**src/rtl/spi_reg_bridge.sv**
```systemverilog
// spi_reg_bridge
//   Command parser and register bank between SPI_Slave and the control logic.
//   Each chip-select frame carries one command byte followed by a read or
//   write burst.
//   Command byte: bit 7 = W (1 write / 0 read), bit 6 = INC (auto-increment),
//   bits [3:0] = start address, bits [5:4] ignored.
//
// Ports
//   clk        system clock (shared with SPI_Slave)
//   rst_n      asynchronous active-low reset
//   spi_cs_n   raw chip select, synchronized internally (2 flops)
//   rx_data    received byte, qualified by rx_valid
//   rx_valid   one-cycle pulse per received byte
//   tx_req     one-cycle pulse; the slave latches tx_data in this cycle
//   tx_data    next byte to shift out
//   regs_out   flat register bus, reg[i] at bits [8i+7:8i]
//   wr_strobe  one-cycle pulse per register write
//   wr_addr    address of the last write, valid with wr_strobe
module spi_reg_bridge #(
  parameter int         DATA_WIDTH = 8,
  parameter int         NUM_REGS   = 16,
  parameter logic [7:0] HDR_BYTE   = 8'hA5
) (
  input  logic                           clk,
  input  logic                           rst_n,
  input  logic                           spi_cs_n,
  input  logic [DATA_WIDTH-1:0]          rx_data,
  input  logic                           rx_valid,
  input  logic                           tx_req,
  output logic [DATA_WIDTH-1:0]          tx_data,
  output logic [NUM_REGS*DATA_WIDTH-1:0] regs_out,
  output logic                           wr_strobe,
  output logic [3:0]                     wr_addr
);

  typedef enum logic [1:0] {IDLE, CMD, WRITE, READ} state_t;

  localparam logic [3:0] LAST_ADDR = 4'(NUM_REGS - 1);

  state_t                state;
  logic                  cs_meta;
  logic                  cs_sync;
  logic [3:0]            addr;
  logic                  inc;
  logic [DATA_WIDTH-1:0] regs [NUM_REGS];

  // Advance with wrap; an out-of-range address also wraps to 0.
  function automatic logic [3:0] next_addr(input logic [3:0] a);
    return (a >= LAST_ADDR) ? 4'd0 : a + 4'd1;
  endfunction

  function automatic logic in_range(input logic [3:0] a);
    return {1'b0, a} < 5'(NUM_REGS);
  endfunction

  function automatic logic [DATA_WIDTH-1:0] reg_rd(input logic [3:0] a);
    return in_range(a) ? regs[a] : '0;
  endfunction

  always_ff @(posedge clk or negedge rst_n) begin
    if (!rst_n) begin
      cs_meta <= 1'b1;
      cs_sync <= 1'b1;
    end else begin
      cs_meta <= spi_cs_n;
      cs_sync <= cs_meta;
    end
  end

  always_ff @(posedge clk or negedge rst_n) begin
    if (!rst_n) begin
      state     <= IDLE;
      addr      <= '0;
      inc       <= 1'b0;
      tx_data   <= HDR_BYTE;
      wr_strobe <= 1'b0;
      wr_addr   <= '0;
      for (int unsigned i = 0; i < NUM_REGS; i++) regs[i] <= '0;
    end else begin
      wr_strobe <= 1'b0;
      case (state)
        IDLE: begin
          tx_data <= HDR_BYTE;
          if (!cs_sync) state <= CMD;
        end
        CMD: begin
          if (rx_valid) begin
            addr <= rx_data[3:0];
            inc  <= rx_data[6];
            if (rx_data[7]) begin
              state   <= WRITE;
              tx_data <= rx_data;
            end else begin
              state   <= READ;
              tx_data <= reg_rd(rx_data[3:0]);
            end
          end
        end
        WRITE: begin
          if (rx_valid) begin
            if (in_range(addr)) begin
              regs[addr] <= rx_data;
              wr_strobe  <= 1'b1;
              wr_addr    <= addr;
            end
            tx_data <= rx_data;
            if (inc) addr <= next_addr(addr);
          end
        end
        READ: begin
          if (tx_req) begin
            if (inc) addr <= next_addr(addr);
            tx_data <= reg_rd(inc ? next_addr(addr) : addr);
          end
        end
        default: state <= IDLE;
      endcase
      // Frame end overrides the state update above, but a byte arriving in the
      // same cycle has already been processed (write committed).
      if (cs_sync && state != IDLE) begin
        state   <= IDLE;
        tx_data <= HDR_BYTE;
      end
    end
  end

  for (genvar g = 0; g < NUM_REGS; g++) begin : g_regs_out
    assign regs_out[g*DATA_WIDTH +: DATA_WIDTH] = regs[g];
  end

endmodule

```
**config.mk**
```make
export PLATFORM = sky130hd
export DESIGN_NAME = spi_reg_bridge
export DESIGN_NICKNAME = d
export VERILOG_FILES = /design/src/rtl/spi_reg_bridge.sv
export SDC_FILE = /design/constraint.sdc
export NUM_CORES = 1
export LEC_CHECK = 0
export ABC_AREA = 1
export CAP_MARGIN = 15
export CORE_ASPECT_RATIO = 1.25
export CORE_MARGIN = 1.5
export CORE_UTILIZATION = 25
export CTS_CLUSTER_SIZE = 24
export DETAILED_ROUTE_END_ITERATION = 8
export REMOVE_ABC_BUFFERS = 1
export SYNTH_ARGS = -nofsm -noshare
export SYNTH_HDL_FRONTEND = slang
export SYNTH_SLANG_ARGS = --single-unit
```
**constraint.sdc**
```tcl
create_clock -name clk -period 1.9 [get_ports clk]
set_input_delay 0.19 -clock clk [delete_from_list [all_inputs] [get_ports clk]]
set_output_delay 0.19 -clock clk [all_outputs]
set_load 0.02 [all_outputs]
```
== Yosys cells after proc, flatten, opt, wreduce, memory -nomap -nowiden ==
Cells that the tools add are included.

* Shift-type cells: 0
* Reduce and logical (&&, ||, !) cells: 11
* Multiplexer cells: 28
* Add/sub/neg operators: 1
* $lt $le $gt $ge: 5
* Bitwise logic cells: 3
* Multipliers: 0
* Equality and inequality tests: 10
* Divide/modulo/power cells: 0

{| class="wikitable"
|+ Operator list
! operator !! number
|-
| 128-bit bitwise mux || 1
|-
| 8-bit two-way mux || 10
|-
| 8-bit binary-select mux with 4-bit select || 2
|-
| 8-bit demux with 4-bit select || 1
|-
| 8-bit case mux with 4 select lines || 1
|-
| 4-bit two-way mux || 5
|-
| 5-bit greater-or-equal comparator (second input constant) || 3
|-
| 4-bit NOT with 5-bit output || 3
|-
| 3-bit != test (second input constant) || 4
|-
| 4-bit case mux with 3 select lines || 1
|-
| 2-bit two-way mux || 3
|-
| 2-bit != test (second input constant) || 3
|-
| 3-bit AND reduction || 2
|-
| 3-bit nonzero test || 2
|-
| 5-bit by 1-bit less-than comparator with 1-bit output (second input constant) || 1
|-
| 4-bit by 1-bit adder with 4-bit output (second input constant) || 1
|-
| 2-bit == test (second input constant) || 2
|-
| 4-bit greater-or-equal comparator (second input constant) || 1
|-
| 2-bit case mux with 2 select lines || 1
|-
| 2-bit AND reduction || 2
|-
| 4-bit AND reduction || 1
|-
| 1-bit two-way mux || 3
|-
| 2-bit by 1-bit == test with 1-bit output (second input constant) || 1
|-
| 1-bit logical AND || 2
|-
| 2 further kinds || 2
|}

* Bits of input ports: 13
* Bits in writable memories: 0
* Latch bits: 0
* Register bits: 150
* Output and inout bits: 141
* Memories: 0
* Bits in read-only memories: 0

== Logic depth before layout (Yosys ltp) ==
* Depth after elaboration: 10
* Depth in mapped cells: 15

== Worst setup path after synthesis ==
No wires, ideal clock.

* Path type: flip-flop to flip-flop
* Start: register addr[0]
* End: register tx_data[3]
* Arrival time: 1751 ps
* Slack: 33 ps
* Cell stages (with the launch flop): 14
* Cells stage by stage: dfrtp_1 > inv_1 > ha_1 > nand2_1 > o21ai_2 > inv_1 > buf_1 > nand3_1 > nand3_1 > nand3_1 > nand3_1 > nand2_1 > nand2_1 > nand2_1

* Cells in the longest elaborated chain, start to end: 10
* Elaborated cells between the ends (all ways): 11

{| class="wikitable"
|+ RTL lines
! element !! line !! source
|-
| from (decl) || 43 || <nowiki>logic [3:0] addr;</nowiki>
|-
| from (signal assigned) || 88 || <nowiki>addr <= rx_data[3:0];</nowiki>
|-
| from (signal assigned) || 107 || <nowiki>if (inc) addr <= next_addr(addr);</nowiki>
|-
| from (signal assigned) || 112 || <nowiki>if (inc) addr <= next_addr(addr);</nowiki>
|-
| 4-bit by 1-bit adder with 4-bit output / 4-bit greater-or-equal comparator (equally long branches) || 49 || <nowiki>return (a >= LAST_ADDR) ? 4'd0 : a + 4'd1;</nowiki>
|-
| 4-bit two-way mux || 49 ||
|-
| 4-bit two-way mux * || n/a ||
|-
| 4-bit NOT with 5-bit output (implied by the code) * || 57 || <nowiki>return in_range(a) ? regs[a] : '0;</nowiki>
|-
| 8-bit binary-select mux with 4-bit select * || 57 ||
|-
| 8-bit two-way mux (implied by the code) * (2 in a row) || 57 ||
|-
| 8-bit two-way mux * || 111 || <nowiki>if (tx_req) begin</nowiki>
|-
| 8-bit case mux with 4 select lines * || 81 || <nowiki>case (state)</nowiki>
|-
| 8-bit two-way mux * || 120 || <nowiki>if (cs_sync && state != IDLE) begin</nowiki>
|-
| to (signal assigned) || 92 || <nowiki>tx_data <= rx_data;</nowiki>
|-
| to (signal assigned) || 95 || <nowiki>tx_data <= reg_rd(rx_data[3:0]);</nowiki>
|-
| to (signal assigned) || 113 || <nowiki>tx_data <= reg_rd(inc ? next_addr(addr) : addr);</nowiki>
|-
| to (decl) || 30 || <nowiki>output logic [DATA_WIDTH-1:0] tx_data,</nowiki>
|}

Every way passes the cells marked *; elsewhere a longest branch is shown, timed or not. The select of a mux whose other input is x is not followed.
A chain may end at the register's enable or synchronous reset.

== Worst setup path in the final report ==
* Start: register addr[0]
* End: register tx_data[5]

Same word-level chain as after synthesis.

==> flow_summary.toml <==
[outcome]
status = "finished, violations left"
violated_checks = "negative setup slack"

[logic_synthesis]
synthTopCellsByCount = "258 x nand2_1, 183 x nand3_1, 144 x dfrtp_1, 135 x o21ai_0"
post-synth-top-count-cell = "nand2_1"
avgSynthCellArea_sq_um = 7.31
ys_ff_latch = 150
yosysTopAreaCell = "dfrtp_1"
synth_edf_count = 0
post_synth_num_cell_types = 33
post_synth_instance_area_sq_um = 8470
synthDominantCellAreaShare_pct = 42.6
netlist_instances = 1159
netlist_top_cells_area = "dfrtp_1 43%, nand2_1 11%, nand3_1 11%"
ys_seq_area_share_pct = 44.4
commonest_register_cell_after_synthesis = "dfrtp_1"
synth_async_sr_flop_share_pct = 100
synth_warnings = 0

[sta]
final_critical_path_setup_slack_ns = -0.0424
worst_tran_pin_value_ns = 0.504
timing.final.hold_violations = 0
final_period_demand_of_the_worst_path_ns = 1.94
rsz0062_at_grt = "yes"
slew_violations = 0
timing.final.crit_share_pct = 102
clock-skew-final_ns = 0.0154
setup_violations = 4
slew_headroom_pct = 66.1
timing.fmax_mhz = 515
fin_setup_tns_ns = -0.0757

[floorplanning]
floorplan.rows = 75
core_sq_um = 33500
die-height_microns = 209
pin_count = 154
floorplan.initialDensity_pct = 25.3
floorplan.die.width_microns = 168
fp.dieArea_sq_um = 35000

[detailed_routing]
drt-pass1-iter-count = 6
drc = 0
finalWirelength_mm = 35.7
wl_per_cell_microns = 19.9
post_drt_via_cell_ratio = 5.09
dr_total_vias = 9121
drtIter0Drc = 1189
ant_nets = 0

[hold_path]
timing.hold.worst.class = "input port to flip-flop"

[cells_and_area]
final_design_area_no_fill_sq_um = 12100
post_layout_nonfiller_instances = 1793
post_route_cells_drive_above_1_share_pct = 14.0
n_antenna_cell = 0
syn2layout_area_growth_pct = 43.2
final_net_count = 1374

[placement]
routabilityCongestion = 0.919
numPortBuffers = 153
detailed_place.area_sq_um = 11200
dpl.cell_count = 1749
detailedPlacementHpwl_mm = 25.6

[power_and_ir_drop]
power_frac_comb_pct = 49.0
net-switching-power_uw = 7550
p_per_cell_area_nw_per_um2 = 1430
peakVddDrop_mv = 0.588
pwr-share-clk_pct = 20.0
p_int_uw = 9790
total_power_uw = 17300
static-leakage-power_uw = 0.00540
share_seq_of_total_power_pct = 31.0
sw_frac_of_total_pct = 43.5

[worst_setup_path]
worst-endpoint-required_ns = 2.27
critPathKind = "flip-flop to flip-flop"
critPathCaptureType = "flip-flop"
worstPathMaxFanout = 23
start_kind = "flip-flop"
crit_arrival_ns = 2.31

[clocking]
numCtsBuffers = 17
htreeDepth = 4
cts_tree = "built"
cts-root-buf = "clkbuf_16"
clkLatencyLatePin_ns = 0.44
cts.clk_slew.worst_paths_ns = 0.07
tritoncts_num_sinks = 150
max-clock-path-buffers = 2

[global_route]
grt_remaining_overflow = 0
grt_antenna_before_repair = 0
number_of_global_route_vias_before_repair = 8536
maximum_number_of_pins_on_one_net_before_global_route_repair = 65
global_route.usage.total_pct = 20.3
grt_first_pass_wirelength_mm = 53.4

[job]
max-cap-violations = 0
-- metal layers --
layer / track usage [%] / part of all wire, %
met5: 0 / 0
met4: 8.17 / 3.5
met3: 3.98 / 8.0
met2: 33.6 / 48
met1: 25.9 / 40
-- metrics by stage --
stage	hold slack [ns]	utilization, %	worst slack [ns]
floorplan	-0.106	-	-0.546
finish	0.178	36.2	-0.0424
CTS	0.156	35.4	-0.0141
detailed placement	0.150	33.4	-0.0777
global route	0.173	36.2	-0.126
global placement	0.149	33.4	-0.0563
-- cells by family (layout without fill, tap and decap cells) --
family                     count (synthesis)  in the layout  share of synthesized area, %
adders and majority gates                  4              4                         0.591
xor gates and xnor gates                   1              1                         0.325
buffers and inverters                    186            396                          9.49
and+or+nand+nor                          536            537                          27.3
AOI/OAI and AO/OA                        282            282                          17.9
DFF                                      150            150                          44.4
-- sequential cells by signal, summed over array words and instances (netlist names) --
register / cells
addr: 4
cs_meta: 1
cs_sync: 1
inc: 1
regs_out: 128
state: 2
tx_data: 8
wr_addr: 4
wr_strobe: 1
-- area by class of cell --
cell class	instances	area [sq um]
timing repair buffer	257	2790
multi-input combinational	824	4050
clock inverter	14	156
tap	423	529
clock buffer	18	429
sequential	150	3760
fill	3402	21400
inverter	107	409
-- critical path, stage by stage (launching register included) --
cell and delay, ns:
dfrtp_1 0.41, buf_4 0.16, nand2_2 0.06, inv_2 0.04, nor2_4 0.14, buf_12 0.14
nand2_8 0.08, buf_12 0.17, o211ai_1 0.16, nand3_1 0.10, nand3_1 0.15, nand3_2 0.10
a21oi_2 0.15
-- power by group through the flow --
stage / clock network, uW / logic, uW / registers, uW
after detailed placement: 0 / 7940 / 5440
after global placement: 0 / 7890 / 5440
after CTS: 3520 / 8140 / 5390
final: 3470 / 8500 / 5380
after floorplan: 0 / 2840 / 6210
after global routing: 3640 / 9120 / 5540
-- cell usage in the layout (no fill, tap or decap), drive strengths merged, types with 2 or more instances in the layout --
master           n
clkinvlp         2
o211ai          35
dfrtp          144
buf            104
ha               4
clkbuf          20
dfstp            6
clkdlybuf4s50  150
o22ai            2
o21ai          141
nand2          263
clkinv           6
a21oi           99
nand3          183
inv            112
nor2            88
-- repair_timing --
action	CTS	global route
hold endpoints to repair	40	0
hold buffers	1	0
setup endpoints to repair	6	9
cloned	1	3
resized for setup	10	36
pin swaps	0	16
buffers inserted	1	6
-- final timing paths --
path | depth (start not counted) | to | from | slack (ns)
max in group asynchronous | 3 | cs_meta | rst_n | 0.92
worst min-delay path | 1 | cs_meta | spi_cs_n | 0.18
worst max-delay path | 12 | tx_data[5] | addr[0] | -0.04
worst min register to register | 0 | cs_sync | cs_meta | 0.36
min in group asynchronous | 2 | regs_out[31] | rst_n | 0.26
worst max register to register | 12 | tx_data[5] | addr[0] | -0.04
No activity file was read; power rests on OpenSTA's default activity.
